<file path="config.mk">
export PLATFORM = sky130hd
export DESIGN_NAME = bp_me_cce_pending_table_flat
export DESIGN_NICKNAME = d
export VERILOG_FILES = /design/src/rtl/bp_me_cce_pending_table_if.sv /design/src/rtl/bp_me_cce_pending_table.sv /design/src/flat_wrapper.sv
export SDC_FILE = /design/constraint.sdc
export NUM_CORES = 1
export LEC_CHECK = 0
export CELL_PAD_IN_SITES_DETAIL_PLACEMENT = 1
export CELL_PAD_IN_SITES_GLOBAL_PLACEMENT = 2
export CORE_UTILIZATION = 41
export DETAILED_ROUTE_END_ITERATION = 10
export PLACE_DENSITY_LB_ADDON = 0.3
export RECOVER_POWER = 100
export SLEW_MARGIN = 30
export SYNTH_ARGS = -nofsm -noshare
export SYNTH_HDL_FRONTEND = slang
export SYNTH_SLANG_ARGS = --single-unit
</file>
<file path="constraint.sdc">
create_clock -name clk_i -period 4.2 [get_ports clk_i]
set_input_delay 0.84 -clock clk_i [delete_from_list [all_inputs] [get_ports clk_i]]
set_output_delay 0.84 -clock clk_i [all_outputs]
set_load 0.02 [all_outputs]
</file>
<file path="src/rtl/bp_me_cce_pending_table_if.sv">
// Bus bundle for the CCE pending-transaction counter table: status, write
// channel (request and applied-write stream) and read channel.
interface bp_me_cce_pending_table_if #(
    parameter int num_way_groups_p = 64,
    parameter int width_p          = 3,
    localparam int lg_num_way_groups_lp = (num_way_groups_p == 1) ? 1 : $clog2(num_way_groups_p),
    localparam int cnt_width_lp         = (num_way_groups_p + 1 == 1) ? 1 : $clog2(num_way_groups_p + 1)
);
    logic                            ready_o;

    logic                            w_v_i;
    logic [lg_num_way_groups_lp-1:0] w_wg_i;
    logic [1:0]                      w_op_i;
    logic                            w_v_o;
    logic [lg_num_way_groups_lp-1:0] w_wg_o;
    logic [width_p-1:0]              w_val_o;

    logic                            r_v_i;
    logic [lg_num_way_groups_lp-1:0] r_wg_i;
    logic                            r_v_o;
    logic [width_p-1:0]              r_count_o;
    logic                            r_pending_o;

    logic [cnt_width_lp-1:0]         nonzero_cnt_o;
    logic                            err_o;

    modport master (
        input  ready_o,
        output w_v_i, w_wg_i, w_op_i,
        input  w_v_o, w_wg_o, w_val_o,
        output r_v_i, r_wg_i,
        input  r_v_o, r_count_o, r_pending_o,
        input  nonzero_cnt_o, err_o
    );

    modport slave (
        output ready_o,
        input  w_v_i, w_wg_i, w_op_i,
        output w_v_o, w_wg_o, w_val_o,
        input  r_v_i, r_wg_i,
        output r_v_o, r_count_o, r_pending_o,
        output nonzero_cnt_o, err_o
    );
endinterface

</file>
<file path="src/rtl/bp_me_cce_pending_table.sv">
// Per-way-group pending-transaction counter table for the CCE: saturating
// inc/dec/clear writes, write-first registered reads, non-zero entry count.
module bp_me_cce_pending_table #(
    parameter int num_way_groups_p = 64,
    parameter int width_p          = 3
) (
    input  logic                    clk_i,
    input  logic                    reset_n_i,
    bp_me_cce_pending_table_if.slave io
);
    localparam int lg_num_way_groups_lp = (num_way_groups_p == 1) ? 1 : $clog2(num_way_groups_p);
    localparam int cnt_width_lp         = (num_way_groups_p + 1 == 1) ? 1 : $clog2(num_way_groups_p + 1);

    localparam logic [0:0] state_init_lp  = 1'b0;
    localparam logic [0:0] state_ready_lp = 1'b1;

    localparam logic [1:0] op_inc_lp   = 2'd0;
    localparam logic [1:0] op_dec_lp   = 2'd1;
    localparam logic [1:0] op_clear_lp = 2'd2;
    localparam logic [1:0] op_nop_lp   = 2'd3;

    localparam logic [width_p-1:0]              max_val_lp  = '1;
    localparam logic [lg_num_way_groups_lp-1:0] last_idx_lp = lg_num_way_groups_lp'(num_way_groups_p - 1);

    logic [0:0]                      state_r;
    logic [lg_num_way_groups_lp-1:0] init_idx_r;
    logic [width_p-1:0]              mem_r [num_way_groups_p];

    logic                            ready;
    logic                            w_apply;
    logic [width_p-1:0]              w_cur;
    logic [width_p-1:0]              w_new;
    logic                            w_err;
    logic                            r_fire;
    logic [width_p-1:0]              r_val;
    logic                            nz_inc;
    logic                            nz_dec;

    logic                            w_v_r;
    logic [lg_num_way_groups_lp-1:0] w_wg_r;
    logic [width_p-1:0]              w_val_r;
    logic                            r_v_r;
    logic [width_p-1:0]              r_count_r;
    logic                            r_pending_r;
    logic [cnt_width_lp-1:0]         nonzero_cnt_r;
    logic                            err_r;

    assign ready   = (state_r == state_ready_lp);
    assign w_apply = io.w_v_i & ready & (io.w_op_i != op_nop_lp);
    assign r_fire  = io.r_v_i & ready;

    always_comb begin
        w_cur = mem_r[io.w_wg_i];
        w_new = w_cur;
        w_err = 1'b0;
        case (io.w_op_i)
            op_inc_lp: begin
                if (w_cur == max_val_lp) w_err = 1'b1;
                else                     w_new = w_cur + 1'b1;
            end
            op_dec_lp: begin
                if (w_cur == '0) w_err = 1'b1;
                else             w_new = w_cur - 1'b1;
            end
            op_clear_lp: w_new = '0;
            default: w_new = w_cur;
        endcase
    end

    // Write-first: a read colliding with an applied write sees the new value
    always_comb begin
        if (w_apply && (io.w_wg_i == io.r_wg_i)) r_val = w_new;
        else                                     r_val = mem_r[io.r_wg_i];
    end

    assign nz_inc = w_apply & (w_cur == '0) & (w_new != '0);
    assign nz_dec = w_apply & (w_cur != '0) & (w_new == '0);

    always_ff @(posedge clk_i or negedge reset_n_i) begin
        if (!reset_n_i) begin
            state_r    <= state_init_lp;
            init_idx_r <= '0;
        end else if (state_r == state_init_lp) begin
            init_idx_r <= init_idx_r + 1'b1;
            if (init_idx_r == last_idx_lp) state_r <= state_ready_lp;
        end
    end

    // Storage has no reset; INIT sweeps every entry to zero before ready rises
    always_ff @(posedge clk_i) begin
        if (!ready)       mem_r[init_idx_r] <= '0;
        else if (w_apply) mem_r[io.w_wg_i]  <= w_new;
    end

    always_ff @(posedge clk_i or negedge reset_n_i) begin
        if (!reset_n_i) begin
            w_v_r         <= 1'b0;
            w_wg_r        <= '0;
            w_val_r       <= '0;
            r_v_r         <= 1'b0;
            r_count_r     <= '0;
            r_pending_r   <= 1'b0;
            nonzero_cnt_r <= '0;
            err_r         <= 1'b0;
        end else begin
            w_v_r <= w_apply;
            if (w_apply) begin
                w_wg_r  <= io.w_wg_i;
                w_val_r <= w_new;
            end
            r_v_r <= r_fire;
            if (r_fire) begin
                r_count_r   <= r_val;
                r_pending_r <= (r_val != '0);
            end
            if (nz_inc)      nonzero_cnt_r <= nonzero_cnt_r + 1'b1;
            else if (nz_dec) nonzero_cnt_r <= nonzero_cnt_r - 1'b1;
            if (w_apply & w_err) err_r <= 1'b1;
        end
    end

    assign io.ready_o       = ready;
    assign io.w_v_o         = w_v_r;
    assign io.w_wg_o        = w_wg_r;
    assign io.w_val_o       = w_val_r;
    assign io.r_v_o         = r_v_r;
    assign io.r_count_o     = r_count_r;
    assign io.r_pending_o   = r_pending_r;
    assign io.nonzero_cnt_o = nonzero_cnt_r;
    assign io.err_o         = err_r;
endmodule

</file>
<file path="src/flat_wrapper.sv">
// flat-port wrapper written by rule: the top's interface ports become plain ports
module bp_me_cce_pending_table_flat 
#(
    parameter int num_way_groups_p = 64,
    parameter int width_p          = 3
)
  (clk_i, reset_n_i, io_ready_o, io_w_v_i, io_w_wg_i, io_w_op_i, io_w_v_o, io_w_wg_o, io_w_val_o, io_r_v_i, io_r_wg_i, io_r_v_o, io_r_count_o, io_r_pending_o, io_nonzero_cnt_o, io_err_o);
  bp_me_cce_pending_table_if #(.num_way_groups_p(num_way_groups_p), .width_p(width_p)) io_i ();
  input  logic clk_i;
  input  logic reset_n_i;
  output wire logic [$bits(io_i.ready_o)-1:0] io_ready_o;
  input wire logic [$bits(io_i.w_v_i)-1:0] io_w_v_i;
  input wire logic [$bits(io_i.w_wg_i)-1:0] io_w_wg_i;
  input wire logic [$bits(io_i.w_op_i)-1:0] io_w_op_i;
  output wire logic [$bits(io_i.w_v_o)-1:0] io_w_v_o;
  output wire logic [$bits(io_i.w_wg_o)-1:0] io_w_wg_o;
  output wire logic [$bits(io_i.w_val_o)-1:0] io_w_val_o;
  input wire logic [$bits(io_i.r_v_i)-1:0] io_r_v_i;
  input wire logic [$bits(io_i.r_wg_i)-1:0] io_r_wg_i;
  output wire logic [$bits(io_i.r_v_o)-1:0] io_r_v_o;
  output wire logic [$bits(io_i.r_count_o)-1:0] io_r_count_o;
  output wire logic [$bits(io_i.r_pending_o)-1:0] io_r_pending_o;
  output wire logic [$bits(io_i.nonzero_cnt_o)-1:0] io_nonzero_cnt_o;
  output wire logic [$bits(io_i.err_o)-1:0] io_err_o;
  assign io_ready_o = io_i.ready_o;
  assign io_i.w_v_i = io_w_v_i;
  assign io_i.w_wg_i = io_w_wg_i;
  assign io_i.w_op_i = io_w_op_i;
  assign io_w_v_o = io_i.w_v_o;
  assign io_w_wg_o = io_i.w_wg_o;
  assign io_w_val_o = io_i.w_val_o;
  assign io_i.r_v_i = io_r_v_i;
  assign io_i.r_wg_i = io_r_wg_i;
  assign io_r_v_o = io_i.r_v_o;
  assign io_r_count_o = io_i.r_count_o;
  assign io_r_pending_o = io_i.r_pending_o;
  assign io_nonzero_cnt_o = io_i.nonzero_cnt_o;
  assign io_err_o = io_i.err_o;
  bp_me_cce_pending_table #(.num_way_groups_p(num_way_groups_p), .width_p(width_p)) u_core (.clk_i(clk_i), .reset_n_i(reset_n_i), .io(io_i));
endmodule
</file>
* After elaboration in Yosys (flattened, before gate mapping) *
Memories as Yosys holds them, arrays and structs flattened.
Index checks and enable logic that the tools add are counted.

storage, ports and cells
  flip-flop bits (word level) = 30
  bits of input ports = 18
  memories = 1
  logic and storage cells = 57
  memory bits (read-only) = 0
  RAM bits = 192
  latch bits = 0
  output and inout port bits = 24

memories
  name          depth  width  rd ports  clocked after memory_dff  write ports  RTL line                       text
  u_core.mem_r  64     3      2         0                         1            bp_me_cce_pending_table.sv:27  logic [width_p-1:0] mem_r [num_way_groups_p];

cells by class
  bitwise logic cells = 8
  shift operators = 0
  div/mod/pow operators = 0
  $lt $le $gt $ge = 0
  eq/ne operators = 6
  mux-type cells = 18
  multiply operators = 0
  reductions and logical operators = 9
  $add $sub $neg = 5

operator list
  cell                                                 number
  two-way mux 7 bit                                    2
  two-way mux 3 bit                                    4
  two-way mux 1 bit                                    9
  one-hot mux 3 bit (3 select lines)                   1
  nonzero test 3 bit                                   3
  bitwise AND 1 bit                                    8
  adder 7 x 1 -> 7 bit, second input constant          1
  subtractor 7 x 1 -> 7 bit, second input constant     1
  adder 6 x 1 -> 6 bit, second input constant          1
  equality test 6 bit                                  1
  equality test 6 bit, second input constant           1
  logical NOT 3 bit                                    2
  two-way mux 6 bit                                    1
  adder 3 x 1 -> 3 bit, second input constant          1
  equality test 3 bit, second input constant           1
  OR reduction 3 bit                                   1
  subtractor 3 x 1 -> 3 bit, second input constant     1
  equality test 2 x 1 -> 1 bit, second input constant  1
  equality test 2 bit, second input constant           1
  logical NOT 2 bit                                    1
  != test 2 bit, second input constant                 1
  one-hot mux 1 bit (2 select lines)                   1
  nonzero test 2 bit                                   1
  logical AND 1 bit                                    1

* Longest topological paths before layout *
Gate-level depths: netlist (run 1).
An unclocked memory read counts as a cell.

  word-level depth = 8
  gate-level depth with buffers = 31
  gate-level depth less buffers = 25

* Worst setup path before layout (run 1) *
OpenSTA, ideal clock, no wires.

  path type = input to register
  start = input io_w_wg_i[0]
  end = register u_core.nonzero_cnt_r[5] (netlist: u_core.io.nonzero_cnt_o[5])
  required time = 4.131 ns
  slack = -1.341 ns
  path buffers = 7
  cell stages on the path = 30
  library setup time = 0.069 ns
  data arrival time = 5.473 ns
  path through = buf_6 -> buf_12 -> buf_6 -> buf_4 -> buf_2 -> nand3b_1 -> o22ai_1 -> o22ai_1 -> a211oi_1 -> nand2_1 -> ha_1 -> ha_1 -> clkbuf_1 -> nand2b_1 -> o22a_1 -> nor2_1 -> a21oi_1 -> o211a_1 -> nand2_4 -> buf_6 -> nand3_1 -> ha_1 -> a21o_1 -> a21o_1 -> a21o_1 -> a21oi_1 -> xnor2_1 -> nand3_1 -> mux2_4 -> nand3_1

on the way
  word-level cells in the longest chain between the ends = 7
  elaborated cells between the ends (all ways) = 17
  those cells by class = 2 x add/sub; 1 x eq/ne; 4 x mux; 4 x bitwise; 5 x reduce/logical; 1 x memory

ends and longest elaborated chain
  what                                                            RTL line                                                      text
  from (decl)                                                     flat_wrapper.sv:13                                            input wire logic [$bits(io_i.w_wg_i)-1:0] io_w_wg_i;
  memory read (64 x 3 bit) *                                      --
  subtractor 3 x 1 -> 3 bit (tied with other cells)               bp_me_cce_pending_table.sv:63                                 else w_new = w_cur - 1'b1;
  two-way mux 3 bit (on tied branches)                            bp_me_cce_pending_table.sv:62, bp_me_cce_pending_table.sv:58
  one-hot mux 3 bit (3 select lines)                              bp_me_cce_pending_table.sv:56                                 case (io.w_op_i)
  nonzero test 3 bit / logical NOT 3 bit (equally long branches)  bp_me_cce_pending_table.sv:76, bp_me_cce_pending_table.sv:77
  bitwise AND 1 bit (on tied branches)                            bp_me_cce_pending_table.sv:76, bp_me_cce_pending_table.sv:77
  two-way mux 7 bit / nonzero test 2 bit (equally long branches)  --
  to (signal assigned)                                            bp_me_cce_pending_table.sv:116                                if (nz_inc) nonzero_cnt_r <= nonzero_cnt_r + 1'b1;
  to (signal assigned)                                            bp_me_cce_pending_table.sv:117                                else if (nz_dec) nonzero_cnt_r <= nonzero_cnt_r - 1'b1;
  to (decl)                                                       bp_me_cce_pending_table.sv:45                                 logic [cnt_width_lp-1:0] nonzero_cnt_r;

Every way passes the cells marked *; elsewhere a longest branch is shown, timed or not.
A chain may end at the register's enable or synchronous reset.

* Worst setup path in the final report (run 1) *
  start = input io_w_wg_i[0]
  end = register u_core.nonzero_cnt_r[4] (netlist: u_core.io.nonzero_cnt_o[4])

Same word-level chain as after synthesis.

==> results.ini, run 1 <==
[yosys]
avgSynthCellArea_sq_um = 15.0
yosys_warnings = 0
synth.cell_area_sq_um = 11400
synth_flop_cell = edfxtp_1
syn_nets = 788
synth_seq_cells = 222
ys_types = 59
synth_cells = 759
synth-async-reset-ratio = 0.135
synth_edf_count = 192
ys_seq_area_frac = 0.571

[clocking]
htree_num_levels = 1
cts_root_buf = clkbuf_16
clk_pin_slew_ps = 60
clkSinkCount = 222
clock_path_buffers = 3
cts_tree = built
hold_buffers = 0
numCtsBuffers = 25
clk_latency_ps = 540

[setup_path]
critPathBufInv = 6
crit_required_ps = 4670
crit_slowest_cell = nand3b_1
cpPeakStageDelay_ps = 280
path_max_fanout = 6
start_kind = input pin
critical_path_class = in -> reg
arrival_ps = 5090
endpoint_kind = flop
cp_top_family = simple AND/OR/NAND/NOR gates

[timing]
worst_slack_ps = -425
worst_pin_slew_ps = 1710
fmax_mhz = 216
setup_viol = 6
slew_headroom = -0.139
period_share = 1.10
rsz0062_at_grt = true
skew_ps = 15.1
fin_crit_ps = 4620
finalMaxSlewViolations = 31
hold_violations = 0

[finish]
stdcell_area_sq_um = 14300
area_growth_pct = 25.0
num_antenna_cells = 0
drive_gt1_frac = 0.355
nNetsFinal = 932

[placed_design]
gp_congestion = 0.890
placed_cell_area_sq_um = 13000
portBuffers = 41
hpwl_mm = 24.3
preCtsSetupSlack_ps = -1330

[route]
vias_per_cell = 5.90
drtAntennaViolNets = 0
drc = 0
first_pass_iters = 5
drtIter0Drc = 532
drt-total-wl_mm = 34.2
vias = 7625
wl_per_cell_microns = 26.5

[floorplan]
coreArea_sq_um = 27100
rows = 60
die_w_microns = 169
dieArea_sq_um = 28500
io_pins = 42
start_util = 0.421
die_h_microns = 169

[pwr]
pwr_density_cell_nw_per_um2 = 338
peakVddDrop_v = 0.000326
p_leak_nw = 4.51

[grt]
grt_max_degree = 50
grt_pass1_wl_mm = 52.1
grt_util_all_layers = 0.247
grt_pass1_vias = 8118
antenna_found_initial = 0
grt_overflow_total = 0

[min_path]
hold_class = reg -> reg

[status]
status = finished with violations
violations = capacitance limit, slew limit, setup timing

[job]
maxCapViolations = 1

==> through the flow <==
| step | utilization | hold WS, ps | cells | TNS [ps] | total power, mW |
|---|---|---|---|---|---|
| final | 0.527 | 466 | 1293 | -1720 | 4.82 |
| after global routing | 0.527 | 502 | 1293 | -2700 | 4.95 |
| after CTS | 0.522 | 474 | 1287 | -1210 | 4.85 |
| after detailed placement | 0.478 | 458 | 1221 | -33450 | 2.76 |
| after global placement | 0.478 | 454 | 1221 | -15590 | 2.75 |
| after floorplan | - | 463 | 759 | -23510 | 2.62 |
==> final timing paths <==
| path | end | cells after the start | slack [ps] | start |
|---|---|---|---|---|
| setup / recovery | u_core.io.nonzero_cnt_o[4] | 28 | -420 | io_w_wg_i[0] |
| hold / removal | u_core.io.err_o | 1 | 470 | u_core.io.err_o |
| setup reg to reg | u_core.io.nonzero_cnt_o[4] | 25 | -140 | u_core.mem_r[11][0] |
| hold reg to reg | u_core.io.err_o | 1 | 470 | u_core.io.err_o |
| max in group asynchronous | u_core.io.r_v_o | 2 | 1910 | reset_n_i |
| min in group asynchronous | u_core.io.w_val_o[1] | 2 | 1290 | reset_n_i |
==> timing repair <==
action | in CTS | in global routing
buffers inserted | 21 | 6
gates cloned | 1 | 0
resized for setup | 71 | 12
pin swaps | 36 | 21
endpoints found under the setup margin | 6 | 6
==> metal layers <==
layer	share of wire	vias to the layer above	track usage
met2	0.50	254	0.420
met4	0.028	0	0.0704
met1	0.43	4029	0.337
met3	0.049	71	0.0285
li1	-	3271	-
met5	0	-	0
==> cell type report <==
class / instances / area, sq um
inverter: 12 / 45.0
timing repair buffer: 165 / 1580
multi-input combinational: 477 / 4910
tap: 372 / 465
clock inverter: 16 / 114
fill: 2580 / 12800
clock buffer: 29 / 641
sequential: 222 / 6520
==> synth_stat cells, types with 8 or more instances <==
cell type,number,area [sq um]
edfxtp_1,192,5770
mux4_2,85,1910
nor2_1,84,315
nand2_1,68,255
mux2i_1,33,330
dfrtp_1,30,751
nand3_1,24,120
clkbuf_1,23,86.3
a22oi_1,12,90.1
o21ai_0,12,60.1
a21o_1,11,82.6
inv_1,11,41.3
mux4_1,11,289
nand3b_1,11,82.6
buf_2,10,50.1
ha_1,10,125
mux2_2,10,113
nand2b_1,9,56.3
xor2_1,9,78.8
a21oi_1,8,40.0
nor2b_1,8,50.1
xnor2_1,8,70.1
==> kinds of logic (layout without fill, tap and decap cells) <==
group,Yosys count,in the layout,synth area share
buf+inv,60,222,0.0265
simple gates,229,229,0.0914
flops,222,222,0.571
compound gates,77,77,0.0483
xor+xnor,17,17,0.0130
fa+ha+maj,11,11,0.0127
mux,143,143,0.237
==> where the power goes <==
part           total, mW  switching, mW  internal, mW
logic              0.420          0.211         0.208
clock network       2.04          0.886          1.15
registers           2.36              0          2.36
total               4.82           1.10          3.72
==> state kept, by name, summed over array words and instances, names as in the netlist <==
register / count
u_core.io.w_wg_o: 6
u_core.io.r_pending_o: 1
u_core.io.err_o: 1
u_core.io.ready_o: 1
u_core.io.w_v_o: 1
u_core.io.r_v_o: 1
u_core.io.r_count_o: 3
u_core.io.w_val_o: 3
u_core.mem_r: 192
u_core.init_idx_r: 6
u_core.io.nonzero_cnt_o: 7
==> cell usage in the layout (no fill, tap or decap), types with 4 or more instances in the layout <==
cell type        count
a21oi_2              5
nand3_1             17
mux4_1               6
mux2i_1             33
nand3b_1            11
a21o_1              11
o21ai_0             11
nand4_1              4
xnor2_1              8
mux2_4               4
a22oi_1              9
ha_1                 5
clkbuf_16           25
mux4_2              90
clkinv_1             7
nand3_2              6
xor2_1               6
ha_4                 5
buf_4               98
clkdlybuf4s50_1     32
a21oi_1              4
inv_1               10
nand2b_1             8
dfrtp_1             30
clkinvlp_4           5
mux2_2              10
edfxtp_1           192
nor2_1              76
nor2_2               6
o22a_1               4
buf_6               11
nand2_1             66
or3_1                4
buf_12              15
clkbuf_1             5
No activity file was read; power rests on OpenSTA's default activity.
==> run 2: changes to the inputs <==
--- a/config.mk
+++ b/config.mk
@@ -7,10 +7,12 @@
 export LEC_CHECK = 0
 export CELL_PAD_IN_SITES_DETAIL_PLACEMENT = 1
 export CELL_PAD_IN_SITES_GLOBAL_PLACEMENT = 2
+export CORE_MARGIN = 3
 export CORE_UTILIZATION = 41
 export DETAILED_ROUTE_END_ITERATION = 10
 export PLACE_DENSITY_LB_ADDON = 0.3
 export RECOVER_POWER = 100
+export SETUP_SLACK_MARGIN = 0.2
 export SLEW_MARGIN = 30
 export SYNTH_ARGS = -nofsm -noshare
 export SYNTH_HDL_FRONTEND = slang
==> run 2 against run 1 <==
Net effect: the flow still finishes with violations (capacitance limit, slew limit, setup timing); sequential cell count unchanged; sequential power about the same; clock power about the same; global-route usage down 1.5 points; power up 0.54%; fmax down 1.4%; hold slack better by 3.4 ps; non-clock buffer count down 4; final area down 0.43%; routed wire length up 1.9%; setup slack worse by 68 ps; highest routed layer unchanged.
==> results.ini, run 2 (synthesis gave the netlist of run 1 again) <==
[clocking]
cts_root_buf = clkbuf_16
clk_latency_ps = 530  ; about the same
clock_path_buffers = 3  ; unchanged
htree_num_levels = 1  ; unchanged
clkSinkCount = 222  ; unchanged
clk_pin_slew_ps = 60  ; about the same
cts_tree = built
numCtsBuffers = 25  ; unchanged

[finish]
regMostFlops = u_core.mem_r
largest_reg_flops = 192  ; unchanged
area_growth_pct = 24.5
nFillCells = 2653  ; +2.8%
final_cell_mix = 192 x edfxtp_1, 90 x buf_4, 89 x mux4_2
drive_gt1_frac = 0.345  ; -0.00969
finalCoreUtilization = 0.523  ; -0.00371
stdcell_area_sq_um = 14200  ; -0.43%
nNetsFinal = 928  ; -0.43%
final_common_cell = edfxtp_1
num_antenna_cells = 0  ; unchanged

[min_path]
hold_class = reg -> reg
min-delay-start = u_core.io.err_o
hold_depth = 1  ; unchanged
holdPathEnd = u_core.io.err_o

[setup_path]
path_max_fanout = 5  ; -1
endpoint_kind = flop
cpPeakStageDelay_ps = 540  ; +260 ps
rrSetupSlack_ps = -410  ; -270 ps
crit_slowest_cell = mux4_2
critical_path_class = in -> reg
arrival_ps = 5130  ; +40 ps
r2r-start = u_core.mem_r[4][2]
cp_top_family = compound AO/OA/AOI/OAI gates
critPathBufInv = 5  ; -1
start_kind = input pin
crit_required_ps = 4630  ; -40 ps
r2r_end = u_core.io.nonzero_cnt_o[6]
rr_worst_depth = 25  ; unchanged

[grt]
busiest_layer = met2
grtUsageMet2 = 0.399  ; -0.0207
grt_util_all_layers = 0.232  ; -0.0155
antenna_found_initial = 0  ; unchanged
grt_pass1_wl_mm = 52.6  ; +0.90%
grt_overflow_total = 0  ; unchanged
grt_max_degree = 49  ; -2.0%
met1_usage = 0.311  ; -0.0257
grt_pass1_vias = 8259  ; +1.7%
met3_usage = 0.0386  ; +0.0101

[route]
drc = 0  ; unchanged
first_pass_iters = 5  ; unchanged
drt-total-wl_mm = 34.9  ; +1.9%
vias_per_cell = 5.92  ; +0.47%
drtIter0Drc = 689  ; +30%
drtAntennaViolNets = 0  ; unchanged
wl_per_cell_microns = 27.1  ; +2.4%
vias = 7625  ; unchanged

[pwr]
switching_power_mw = 1.07  ; -2.8%
p_leak_nw = 4.51  ; about the same
swShare = 0.220  ; -0.00754
pwr-share-seq = 0.488  ; -0.002
peakVddDrop_v = 0.000358  ; +9.7%
internal-power_mw = 3.78  ; +1.5%
p_clk_frac = 0.427  ; +0.004
pwr_density_cell_nw_per_um2 = 341  ; +0.97%
pwr-share-comb = 0.085  ; -0.002
power.total_mw = 4.85  ; +0.54%

[timing]
fin_crit_ps = 4690  ; +67.5 ps
setup_viol = 6  ; unchanged
worst_pin_slew_ps = 1730  ; +21.0 ps
rsz0062_at_grt = true
slew_headroom = -0.153  ; -0.0140
hold_violations = 0  ; unchanged
period_share = 1.12  ; +0.0161
whs_ps = 470  ; +3.42 ps
worst_slack_ps = -492  ; -67.5 ps
fmax_mhz = 213  ; -1.4%
skew_ps = 19.9  ; +4.76 ps
finalMaxSlewViolations = 31  ; unchanged

[placed_design]
hpwl_mm = 24.7  ; +1.7%
placed_cell_area_sq_um = 13000  ; +0.19%
portBuffers = 41  ; unchanged
gp_congestion = 0.887  ; -0.34%

[floorplan]
coreArea_sq_um = 27200  ; +0.28%
dieArea_sq_um = 29900  ; +4.8%
die_h_microns = 173  ; +2.4%
io_pins = 42  ; unchanged
die_w_microns = 173  ; +2.4%
rows = 60  ; unchanged
start_util = 0.420  ; -0.00116

[job]
maxCapViolations = 1  ; unchanged

[status]
violations = capacitance limit, slew limit, setup timing
status = finished with violations

run 2: cell count changes in the layout (fill, tap and decap cells not counted), moves of 3 or more:
cell | previous run | this run
buf_6 | 11 | 14
clkbuf_1 | 5 | 8
clkinvlp_4 | 5 | 1
clkinv_1 | 7 | 4
buf_4 | 98 | 90
run 2: how the worst max path moves through the flow:
stage               cells after the start  slack [ps]    startpoint                    endpoint
detailed placement                     25       -1560  io_w_wg_i[0]  u_core.io.nonzero_cnt_o[5]
floorplan                              27        -920  io_w_wg_i[0]  u_core.io.nonzero_cnt_o[5]
finish                                 27        -490  io_w_wg_i[0]  u_core.io.nonzero_cnt_o[6]
global placement                       25       -1360  io_w_wg_i[0]  u_core.io.nonzero_cnt_o[6]
global route                           27        -650  io_w_wg_i[0]  u_core.io.nonzero_cnt_o[6]
CTS                                    25        -390  io_w_wg_i[0]  u_core.io.nonzero_cnt_o[5]
run 2: stage by stage:
stage | worst slack, ps | cells | setup TNS (ps)
3_5_place_dp | -1560 | 1221 | -86290
6_report | -492 | 1287 | -2430
3_3_place_gp | -1360 | 1221 | -57040
5_1_grt | -650 | 1287 | -3330
2_1_floorplan | -924 | 759 | -23510
4_1_cts | -391 | 1285 | -1820
run 2: worst register-to-register path, delay by kind of cell, from the launching register on:
family,cells,cell delay (ps)
multiplexers,2,700
XOR/XNOR,1,150
AO/OA/AOI/OAI,8,1470
flip-flops,1,410
adder cells (fa/ha/maj),2,540
AND/OR/NAND/NOR,9,920
buffers and inverters,3,310
run 2: repair_timing:
| action | in CTS | in global routing |
|---|---|---|
| hold buffers | 0 | 0 |
| cloned | 1 | 0 |
| setup endpoints to repair | 140 | 6 |
| pin swaps | 37 | 25 |
| resized for setup | 70 | 15 |
| buffers inserted | 20 | 2 |
run 2: cell type report:
cell class / instances / area (sq um) / share of cell area
multi-input combinational: 477 / 4840 / 0.340
clock buffer: 32 / 652 / 0.0459
inverter: 12 / 45.0 / 0.00317
clock inverter: 11 / 111 / 0.00784
timing repair buffer: 161 / 1580 / 0.111
tap: 372 / 465 / 0.0328
sequential: 222 / 6520 / 0.459
run 2: power groups by stage:
stage | Combinational, mW | Clock (mW) | Sequential (mW)
floorplan | 0.211 | 0 | 2.41
global placement | 0.344 | 0 | 2.41
detailed placement | 0.354 | 0 | 2.41
CTS | 0.406 | 2.11 | 2.36
global route | 0.440 | 2.20 | 2.36
finish | 0.413 | 2.07 | 2.36
run 2: metal layers:
metal	part of all wire	wire length [microns]
met5	0	0
met4	0.024	821
met3	0.059	2060
met2	0.50	17600
met1	0.41	14400
